## src/rtl/dac_update_scheduler.sv

```systemverilog
// Write sequencer for the two-channel laser-bias DAC: ramps each channel toward its target in
// bounded steps, alternates between channels, spaces writes apart and gives laser-off priority.
module dac_update_scheduler #(
    parameter logic [11:0] STEP           = 12'd64,
    parameter logic [15:0] GAP_CYCLES     = 16'd200,
    parameter logic [15:0] TIMEOUT_CYCLES = 16'd4000
) (
    input  logic        clk,
    input  logic        Reset,
    input  logic        DAWrFinishFlag,
    input  logic        ch1_set,
    input  logic [11:0] ch1_target,
    input  logic        ch2_set,
    input  logic [11:0] ch2_target,
    input  logic        laser_off_req,
    output logic        LD650_1DACStartFlag,
    output logic        LD650_2DACStartFlag,
    output logic [11:0] LD650_1DACData,
    output logic [11:0] LD650_2DACData,
    output logic        LD650_1LaserOffFlag,
    output logic        ready,
    output logic        ch1_at_target,
    output logic        ch2_at_target,
    output logic        err_timeout
);

    typedef enum logic [2:0] {
        S_INIT_WAIT = 3'd0,
        S_IDLE      = 3'd1,
        S_ISSUE     = 3'd2,
        S_WAIT_DONE = 3'd3,
        S_GAP       = 3'd4,
        S_OFF_ISSUE = 3'd5,
        S_OFF_WAIT  = 3'd6
    } state_t;

    state_t      r_state;
    logic [11:0] r_cur1, r_cur2, r_tgt1, r_tgt2, r_data1, r_data2, r_next;
    logic        r_start1, r_start2, r_off_flag, r_ready, r_err;
    logic        r_sel;       // 0 = ch1, 1 = ch2
    logic        r_last;      // channel served by the most recent completed write
    logic        r_off_pend;
    logic        r_fin_cnt;   // first of the two init-frame finish pulses seen
    logic [15:0] r_cnt;

    logic        w_pend1, w_pend2, w_sel, w_timeout, w_gap_done;
    logic [11:0] w_next;

    function automatic logic [11:0] f_step(input logic [11:0] cur, input logic [11:0] tgt);
        logic [11:0] diff;
        logic [11:0] res;
        if (tgt >= cur) begin
            diff = tgt - cur;
            if (diff <= STEP) res = tgt;
            else              res = cur + STEP;
        end else begin
            diff = cur - tgt;
            if (diff <= STEP) res = tgt;
            else              res = cur - STEP;
        end
        return res;
    endfunction

    // Pending detection, round-robin choice and next code for the chosen channel
    always_comb begin
        w_pend1    = (r_cur1 != r_tgt1);
        w_pend2    = (r_cur2 != r_tgt2);
        w_timeout  = ((r_cnt + 16'd1) >= TIMEOUT_CYCLES);
        w_gap_done = ((r_cnt + 16'd1) >= GAP_CYCLES);
        if (w_pend1 && w_pend2) w_sel = ~r_last;
        else                    w_sel = w_pend2;
        if (w_sel) w_next = f_step(r_cur2, r_tgt2);
        else       w_next = f_step(r_cur1, r_tgt1);
    end

    // Scheduler state machine with registered flags and data
    always_ff @(posedge clk) begin
        if (Reset) begin
            r_state    <= S_INIT_WAIT;
            r_cur1     <= 12'd0;
            r_cur2     <= 12'd0;
            r_tgt1     <= 12'd0;
            r_tgt2     <= 12'd0;
            r_data1    <= 12'd0;
            r_data2    <= 12'd0;
            r_next     <= 12'd0;
            r_start1   <= 1'b0;
            r_start2   <= 1'b0;
            r_off_flag <= 1'b0;
            r_ready    <= 1'b0;
            r_err      <= 1'b0;
            r_sel      <= 1'b0;
            r_last     <= 1'b1;
            r_off_pend <= 1'b0;
            r_fin_cnt  <= 1'b0;
            r_cnt      <= 16'd0;
        end else begin
            r_start1   <= 1'b0;
            r_start2   <= 1'b0;
            r_off_flag <= 1'b0;
            // An off request in the same cycle as a set wins; the set is dropped
            if (laser_off_req) begin
                r_off_pend <= 1'b1;
            end else begin
                if (ch1_set) r_tgt1 <= ch1_target;
                if (ch2_set) r_tgt2 <= ch2_target;
            end
            case (r_state)
                S_INIT_WAIT: begin
                    if (DAWrFinishFlag) begin
                        if (r_fin_cnt) begin
                            r_fin_cnt <= 1'b0;
                            r_ready   <= 1'b1;
                            r_state   <= S_IDLE;
                        end else begin
                            r_fin_cnt <= 1'b1;
                        end
                    end
                end
                S_IDLE: begin
                    if (r_off_pend || laser_off_req) begin
                        r_off_flag <= 1'b1;
                        r_tgt1     <= 12'd0;
                        r_tgt2     <= 12'd0;
                        r_data1    <= 12'd0;
                        r_data2    <= 12'd0;
                        r_ready    <= 1'b0;
                        r_state    <= S_OFF_ISSUE;
                    end else if (w_pend1 || w_pend2) begin
                        r_sel   <= w_sel;
                        r_next  <= w_next;
                        r_ready <= 1'b0;
                        if (w_sel) begin
                            r_data2  <= w_next;
                            r_start2 <= 1'b1;
                        end else begin
                            r_data1  <= w_next;
                            r_start1 <= 1'b1;
                        end
                        r_state <= S_ISSUE;
                    end else begin
                        r_ready <= 1'b1;
                    end
                end
                S_ISSUE: begin
                    r_cnt   <= 16'd0;
                    r_state <= S_WAIT_DONE;
                end
                S_WAIT_DONE: begin
                    if (DAWrFinishFlag) begin
                        if (r_sel) r_cur2 <= r_next;
                        else       r_cur1 <= r_next;
                        r_last  <= r_sel;
                        r_cnt   <= 16'd0;
                        r_state <= S_GAP;
                    end else if (w_timeout) begin
                        r_err   <= 1'b1;
                        r_cnt   <= 16'd0;
                        r_state <= S_GAP;
                    end else begin
                        r_cnt <= r_cnt + 16'd1;
                    end
                end
                S_GAP: begin
                    if (w_gap_done) begin
                        r_cnt   <= 16'd0;
                        r_ready <= !(w_pend1 || w_pend2 || r_off_pend);
                        r_state <= S_IDLE;
                    end else begin
                        r_cnt <= r_cnt + 16'd1;
                    end
                end
                S_OFF_ISSUE: begin
                    r_tgt1     <= 12'd0;
                    r_tgt2     <= 12'd0;
                    r_off_pend <= 1'b0;
                    r_fin_cnt  <= 1'b0;
                    r_cnt      <= 16'd0;
                    r_state    <= S_OFF_WAIT;
                end
                S_OFF_WAIT: begin
                    if (DAWrFinishFlag) begin
                        r_cnt <= 16'd0;
                        if (r_fin_cnt) begin
                            r_fin_cnt <= 1'b0;
                            r_cur1    <= 12'd0;
                            r_cur2    <= 12'd0;
                            r_state   <= S_GAP;
                        end else begin
                            r_fin_cnt <= 1'b1;
                        end
                    end else if (w_timeout) begin
                        r_err     <= 1'b1;
                        r_fin_cnt <= 1'b0;
                        r_cnt     <= 16'd0;
                        r_state   <= S_GAP;
                    end else begin
                        r_cnt <= r_cnt + 16'd1;
                    end
                end
                default: begin
                    r_state <= S_INIT_WAIT;
                end
            endcase
        end
    end

    assign LD650_1DACStartFlag = r_start1;
    assign LD650_2DACStartFlag = r_start2;
    assign LD650_1DACData      = r_data1;
    assign LD650_2DACData      = r_data2;
    assign LD650_1LaserOffFlag = r_off_flag;
    assign ready               = r_ready;
    assign err_timeout         = r_err;
    assign ch1_at_target       = (r_cur1 == r_tgt1);
    assign ch2_at_target       = (r_cur2 == r_tgt2);

endmodule

```

## config.mk

```make
export PLATFORM = sky130hd
export DESIGN_NAME = dac_update_scheduler
export DESIGN_NICKNAME = d
export VERILOG_FILES = /design/src/rtl/dac_update_scheduler.sv
export SDC_FILE = /design/constraint.sdc
export NUM_CORES = 1
export LEC_CHECK = 0
export CAP_MARGIN = 20
export CORE_MARGIN = 5
export CORE_UTILIZATION = 50
export DETAILED_ROUTE_END_ITERATION = 10
export GPL_TIMING_DRIVEN = 0
export PLACE_DENSITY_LB_ADDON = 0.15
export SLEW_MARGIN = 10
export SYNTH_ARGS = -nofsm -noshare
export SYNTH_HDL_FRONTEND = slang
export SYNTH_SLANG_ARGS = --single-unit
```

## constraint.sdc

```tcl
create_clock -name clk -period 3.9 [get_ports clk]
set_clock_uncertainty 0.1 [all_clocks]
set_input_delay 0.78 -clock clk [delete_from_list [all_inputs] [get_ports clk]]
set_output_delay 0.78 -clock clk [all_outputs]
set_load 0.02 [all_outputs]
```

-- Word-level counts from Yosys, hierarchy flattened
Cells that the tools add are included.
- output and inout port bits: 31
- bits in latches: 0
- bits in registers: 112
- input port bits: 30
- memories: 0
- ROM bits: 0
- bits in writable memories: 0
- word-level logic and storage cells: 147
- shift operators: 0
- reduce and logical (&&, ||, !) cells: 27
- equality and inequality tests: 22
- bitwise logic cells: 5
- order comparisons: 8
- muxes and demuxes: 58
- $add $sub $neg: 9
- div/mod/pow operators: 0
- multipliers: 0
- operator list (operator ; number):
    12-bit 2-to-1 mux ; 25
    12-bit one-hot mux with 2 select lines ; 4
    12-bit by 7-bit less-or-equal comparator with 1-bit output, second input constant ; 4
    16-bit 2-to-1 mux ; 3
    16-bit one-hot mux with 3 select lines ; 1
    12-bit subtractor ; 4
    3-bit 2-to-1 mux ; 9
    12-bit by 7-bit adder with 12-bit output, second input constant ; 2
    12-bit == test ; 2
    12-bit greater-or-equal comparator ; 2
    12-bit != test ; 2
    12-bit by 7-bit subtractor with 12-bit output, second input constant ; 2
    3-bit one-hot mux with 7 select lines ; 1
    16-bit by 1-bit adder with 16-bit output, second input constant ; 1
    16-bit by 12-bit greater-or-equal comparator with 1-bit output, second input constant ; 1
    16-bit by 8-bit greater-or-equal comparator with 1-bit output, second input constant ; 1
    2-bit != test, second input constant ; 8
    3-bit AND reduction ; 5
    5-bit AND reduction ; 3
    1-bit 2-to-1 mux ; 13
    3-bit == test, second input constant ; 3
    3-bit != test, second input constant ; 3
    3-bit nonzero test ; 3
    2-bit OR reduction ; 4
    13 further kinds ; 23

-- Logic depth before layout (Yosys ltp)
- word-level depth: 8
- depth in mapped cells: 15
- depth with buffers taken out: 13

-- Worst setup path before layout
OpenSTA, ideal clock, no wires.
- path type: flip-flop to flip-flop
- from: register r_cur2[7]
- to: register r_next[2]
- required time: 3.744 ns
- library setup time: 0.056 ns
- slack: 0.070 ns
- arrival time: 3.673 ns
- clock period less this slack: 3.830 ns
- stages on the path, launching flop included: 14
- path buffers: 2
- path through: dfxtp_1 inv_1 ha_1 clkbuf_1 and3_1 nand2_1 nor4_1 a211o_1 a31oi_1 mux2_2 buf_6 mux2_4 a211oi_1 a211o_2
- longest elaborated chain between the ends: 5
- elaborated cells on any way between the ends: 14
- classes of those cells: 2 x add/sub; 3 x order compare; 1 x eq/ne; 5 x mux; 3 x reduce/logical
- RTL lines (element ; line ; source):
    start: declaration ; 38 ; logic [11:0] r_cur1, r_cur2, r_tgt1, r_tgt2, r_data1, r_data2, r_next;
    start signal: assignment ; 151 ; if (r_sel) r_cur2 <= r_next;
    12-bit subtractor, on equally long branches ; 57, 53 ;
    12-bit by 7-bit less-or-equal comparator with 1-bit output, on equally long branches ; 58, 54 ;
    12-bit 2-to-1 mux, on equally long branches ; 58, 54 ;
    12-bit 2-to-1 mux ; 52 ; if (tgt >= cur) begin
    12-bit 2-to-1 mux ; 72 ; if (w_sel) w_next = f_step(r_cur2, r_tgt2);
    end signal: assignment ; 131 ; r_next <= w_next;
    end: declaration ; 38 ;
Several ways; a longest one is shown, not always the timed one.
A chain may end at the register's enable or synchronous reset.

-- Final worst setup path
- from: register r_cur1[3]
- to: register r_data1[0], in the netlist LD650_1DACData[0]
- longest elaborated chain between the ends: 8
- elaborated cells on any way between the ends: 19
- classes of those cells: 2 x add/sub; 3 x order compare; 2 x eq/ne; 8 x mux; 4 x reduce/logical
- RTL lines (element ; line ; source):
    start: declaration ; 38 ;
    start signal: assignment ; 152 ; else r_cur1 <= r_next;
    12-bit subtractor, on equally long branches ; 57, 53 ;
    12-bit by 7-bit less-or-equal comparator with 1-bit output, on equally long branches ; 58, 54 ;
    12-bit 2-to-1 mux, on equally long branches ; 58, 54 ;
    12-bit 2-to-1 mux ; 52 ;
    12-bit 2-to-1 mux ; 72 ;
    12-bit 2-to-1 mux ; 133 ; if (w_sel) begin
    12-bit 2-to-1 mux ; 129 ; end else if (w_pend1 || w_pend2) begin
    12-bit 2-to-1 mux ; 121 ; if (r_off_pend || laser_off_req) begin
    end signal: assignment ; 137 ; r_data1 <= w_next;
    end: declaration ; 38 ;
Several ways; a longest one is shown, not always the timed one. The select of a mux whose other input is x is not followed.

==> impl_metrics.json <==
{
  "cellLeakagePower_uw": 0.003613,
  "insertion_delay_ns": 0.36,
  "place_worst_setup_slack_ns": -0.4858,
  "overflow": 0,
  "r2r_end": "LD650_1DACData[0]$_SDFFE_PP0P_",
  "worst_ir_drop_vdd_uv": 309.9,
  "hold-path-cell-count": 2,
  "yosysSeqAreaShare_pct": 29.79,
  "cts-buffers-inserted": 9,
  "ys_async_sr_fraction_pct": 0,
  "die-width_um": 132.7,
  "die-height_um": 132.7,
  "detail_route.vias_per_cell": 5.799,
  "clk_pin_slew_worst_paths_ns": 0.07,
  "max_cap_viols": 0,
  "syn_inst": 986,
  "finish.net_count": 1142,
  "avgSynthCellArea_sq_um": 7.634,
  "drt_first_iter_violations": 499,
  "critPathCaptureType": "register",
  "ys_seq_elements": 112,
  "worst_case_setup_margin_in_the_final_layout_ns": 0.1534,
  "worst-endpoint-required_ns": 4.03,
  "achievable-frequency_mhz": 266.9,
  "rrSetupSlack_ns": 0.15,
  "place_area_sq_mm": 0.008359,
  "criticalPathCategory": "reg -> reg",
  "ant_nets": 0,
  "number_of_antenna_violations_at_the_first_check_in_global_routing": 0,
  "maximum_fanout_along_the_worst_path": 9,
  "rows": 44,
  "run_status": "completed",
  "synth_fp_nets": 1068,
  "top_level_ports": 61,
  "wire_per_inst_um": 17.20,
  "drt-pass1-iter-count": 7,
  "count_of_port_buffers_added_during_placement": 59,
  "layout-drive-gt1-share_pct": 7.981,
  "initial_utilization_pct": 51.40,
  "regToRegStartpoint": "r_cur1[3]$_SDFFE_PP0P_",
  "totalWireLength_um": 21490,
  "yosysWarningCount": 0,
  "postLayoutCoreUtil_pct": 60.61,
  "synth-edff-count": 0,
  "ys_types": 70,
  "final-max-slew-violation-count": 0,
  "clockBufferDepth": 2,
  "synth_ff_type": "dfxtp_1",
  "grt_use_total_pct": 23.95,
  "tritoncts_clock_tree": "done",
  "detailroute.via_count": 7243,
  "r2r_cells": 13,
  "final.setup.tns_ns": 0,
  "synth_area_sq_mm": 0.007527,
  "critPathCapture": "LD650_1DACData[0]$_SDFFE_PP0P_",
  "sum_of_net_half_perimeters_after_detailed_placement_um": 16460,
  "grt_pass1_wl_um": 34610,
  "fin_crit_sh_pct": 96.07,
  "setup_viol": 0,
  "hold_buffers": 0,
  "die_area_sq_mm": 0.01761,
  "place_congestion": 0.9389,
  "post-route-cell-area_sq_mm": 0.008876,
  "clock_sinks": 112,
  "data_arrival_time_of_the_worst_path_ns": 3.87,
  "drc": 0,
  "number_of_global_route_vias_before_repair": 6706,
  "hold_path_class": "reg -> reg",
  "htreeDepth": 3,
  "cellPowerDensity_mw_per_mm2": 399.0,
  "antenna_cells": 0,
  "flow.area_growth_from_synthesis_pct": 17.92,
  "placeableCoreArea_sq_mm": 0.01464,
  "actual_slew_at_the_worst_max_slew_pin_ns": 0.6148,
  "start_kind": "register",
  "worst_setup_path_startpoint": "r_cur1[3]$_SDFFE_PP0P_",
  "final.min_clock_period_ns": 3.747,
  "grt_start_max_net_pins": 20,
  "ctsRootBufferMaster": "clkbuf_16",
  "final_hold_viol_count": 0,
  "slew_limit_headroom_pct": 59.01,
  "fillCellCount": 1379,
  "total_power_of_the_final_layout_uw": 3541
}
cell type report:
class	instances	area (sq um)	share of cell area, %
Inverter	63	236.5	2.664
Tap cell	184	230.2	2.594
Clock inverter	6	98.84	1.114
Multi-Input combinational cell	758	4952	55.79
Clock buffer	10	239.0	2.692
Buffer	46	197.7	2.227
Timing Repair Buffer	70	675.6	7.612
Sequential cell	112	2246	25.30
flip-flops by register name, summed over array words and instances (netlist names), 3 cells and up:
| signal | count |
|---|---|
| LD650_2DACData | 12 |
| r_cnt | 16 |
| r_cur1 | 12 |
| r_tgt1 | 12 |
| r_tgt2 | 12 |
| r_next | 12 |
| r_state | 3 |
| LD650_1DACData | 12 |
| r_cur2 | 12 |
layout by cell type, fill, tap and decap left out, types with 11 or more instances in the layout:
cell type	n
nand3_1	39
clkdlybuf4s50_1	58
a22oi_1	23
nor3_1	21
a211oi_1	14
dfxtp_1	109
ha_1	52
nand2_1	126
clkbuf_1	33
inv_1	62
nor2b_1	15
a21o_1	29
a31oi_1	11
nor2_1	71
a21oi_1	75
o21ai_0	53
and3_1	17
xnor2_1	25
worst max-delay path, stage by stage, from the launching register on:
cell and delay [ns]:
dfxtp_1 0.40, inv_1 0.07, ha_1 0.29, clkbuf_1 0.22
a21o_1 0.24, and2_1 0.20, or2_2 0.33, o311ai_1 0.34
o221ai_1 0.22, and4_1 0.24, o21a_1 0.28, nor2_4 0.26
mux2i_2 0.32, o21ai_0 0.10
kinds of logic (layout without fill, tap and decap cells):
logic type	Yosys count	after routing	synth area share, %
flip-flops	112	112	29.79
multiplexers	17	17	2.610
adder cells (fa/ha/maj)	52	52	8.644
AND/OR/NAND/NOR	360	360	22.86
buffers and inverters	116	195	6.000
AO/OA/AOI/OAI	294	294	26.03
XOR/XNOR	35	35	4.072
through the flow:
step	hold WS [ns]	std cells
floorplan	0.3530	986
global placement	0.3273	1229
CTS	0.3394	1250
finish	0.3361	1249
detailed placement	0.3298	1230
global route	0.3658	1249
report_power, final:
part / internal, uW / total [uW] / switching (uW)
logic: 517 / 1230 / 713
registers: 1190 / 1240 / 51.6
clock network: 593 / 1070 / 475
total: 2300 / 3540 / 1240
per-layer routing:
| layer | global-route usage, % | up-vias | share of wire [%] |
|---|---|---|---|
| met1 | 31.43 | 3354 | 46 |
| met3 | 4.556 | 36 | 4.9 |
| met2 | 40.13 | 184 | 46 |
| met4 | 6.986 | 0 | 2.4 |
| li1 | - | 3669 | - |
| met5 | 0 | - | 0 |
synthesized netlist by cell type, drive strengths merged, types with 3 or more instances:
cell	instances	area, sq um
o31ai	3	22.52
o21bai	4	30.03
nand2	127	476.7
nor3b	5	37.54
o41ai	3	26.28
a31oi	12	75.07
nand3b	3	22.52
buf	9	50.04
o31a	3	35.04
clkbuf	44	165.2
a21oi	77	385.4
xnor2	25	219.0
a22oi	23	172.7
nand2b	6	37.54
inv	62	232.7
nand4	10	62.56
nor4	10	68.81
mux2	6	86.33
o211ai	9	67.56
a21o	29	217.7
xor2	10	87.58
o311a	3	30.03
dfxtp	112	2242
nor3	21	105.1
nor2b	16	107.6
o21ai	58	290.3
or3	10	62.56
a211o	11	98.85
a2111oi	3	32.53
nor2	72	270.3
o21a	9	67.56
a211oi	14	105.1
and3	17	106.4
o221ai	6	52.55
ha	52	650.6
nand3	39	195.2
mux2i	11	110.1
or2	8	50.05
o211a	3	30.03
o2111ai	3	26.28
and2	8	50.05
and4	4	35.03
how the worst min path moves through the flow:
stage	start	endpoint	slack (ns)
floorplan	r_tgt1[11]$_SDFF_PP0_	r_tgt1[11]$_SDFF_PP0_	0.35
global placement	LD650_1DACData[10]$_SDFFE_PP0P_	LD650_1DACData[10]$_SDFFE_PP0P_	0.33
detailed placement	LD650_1DACData[10]$_SDFFE_PP0P_	LD650_1DACData[10]$_SDFFE_PP0P_	0.33
CTS	LD650_1DACData[10]$_SDFFE_PP0P_	LD650_1DACData[10]$_SDFFE_PP0P_	0.34
global route	LD650_1DACData[10]$_SDFFE_PP0P_	LD650_1DACData[10]$_SDFFE_PP0P_	0.37
finish	LD650_1DACData[10]$_SDFFE_PP0P_	LD650_1DACData[10]$_SDFFE_PP0P_	0.34
repair_timing:
action,CTS,global route
setup buffers,5,5
gates cloned,0,0
pin swaps,4,6
endpoints found under the setup margin,38,38
resized for setup,16,23
Note: power is estimated with default switching activity, not from simulation.
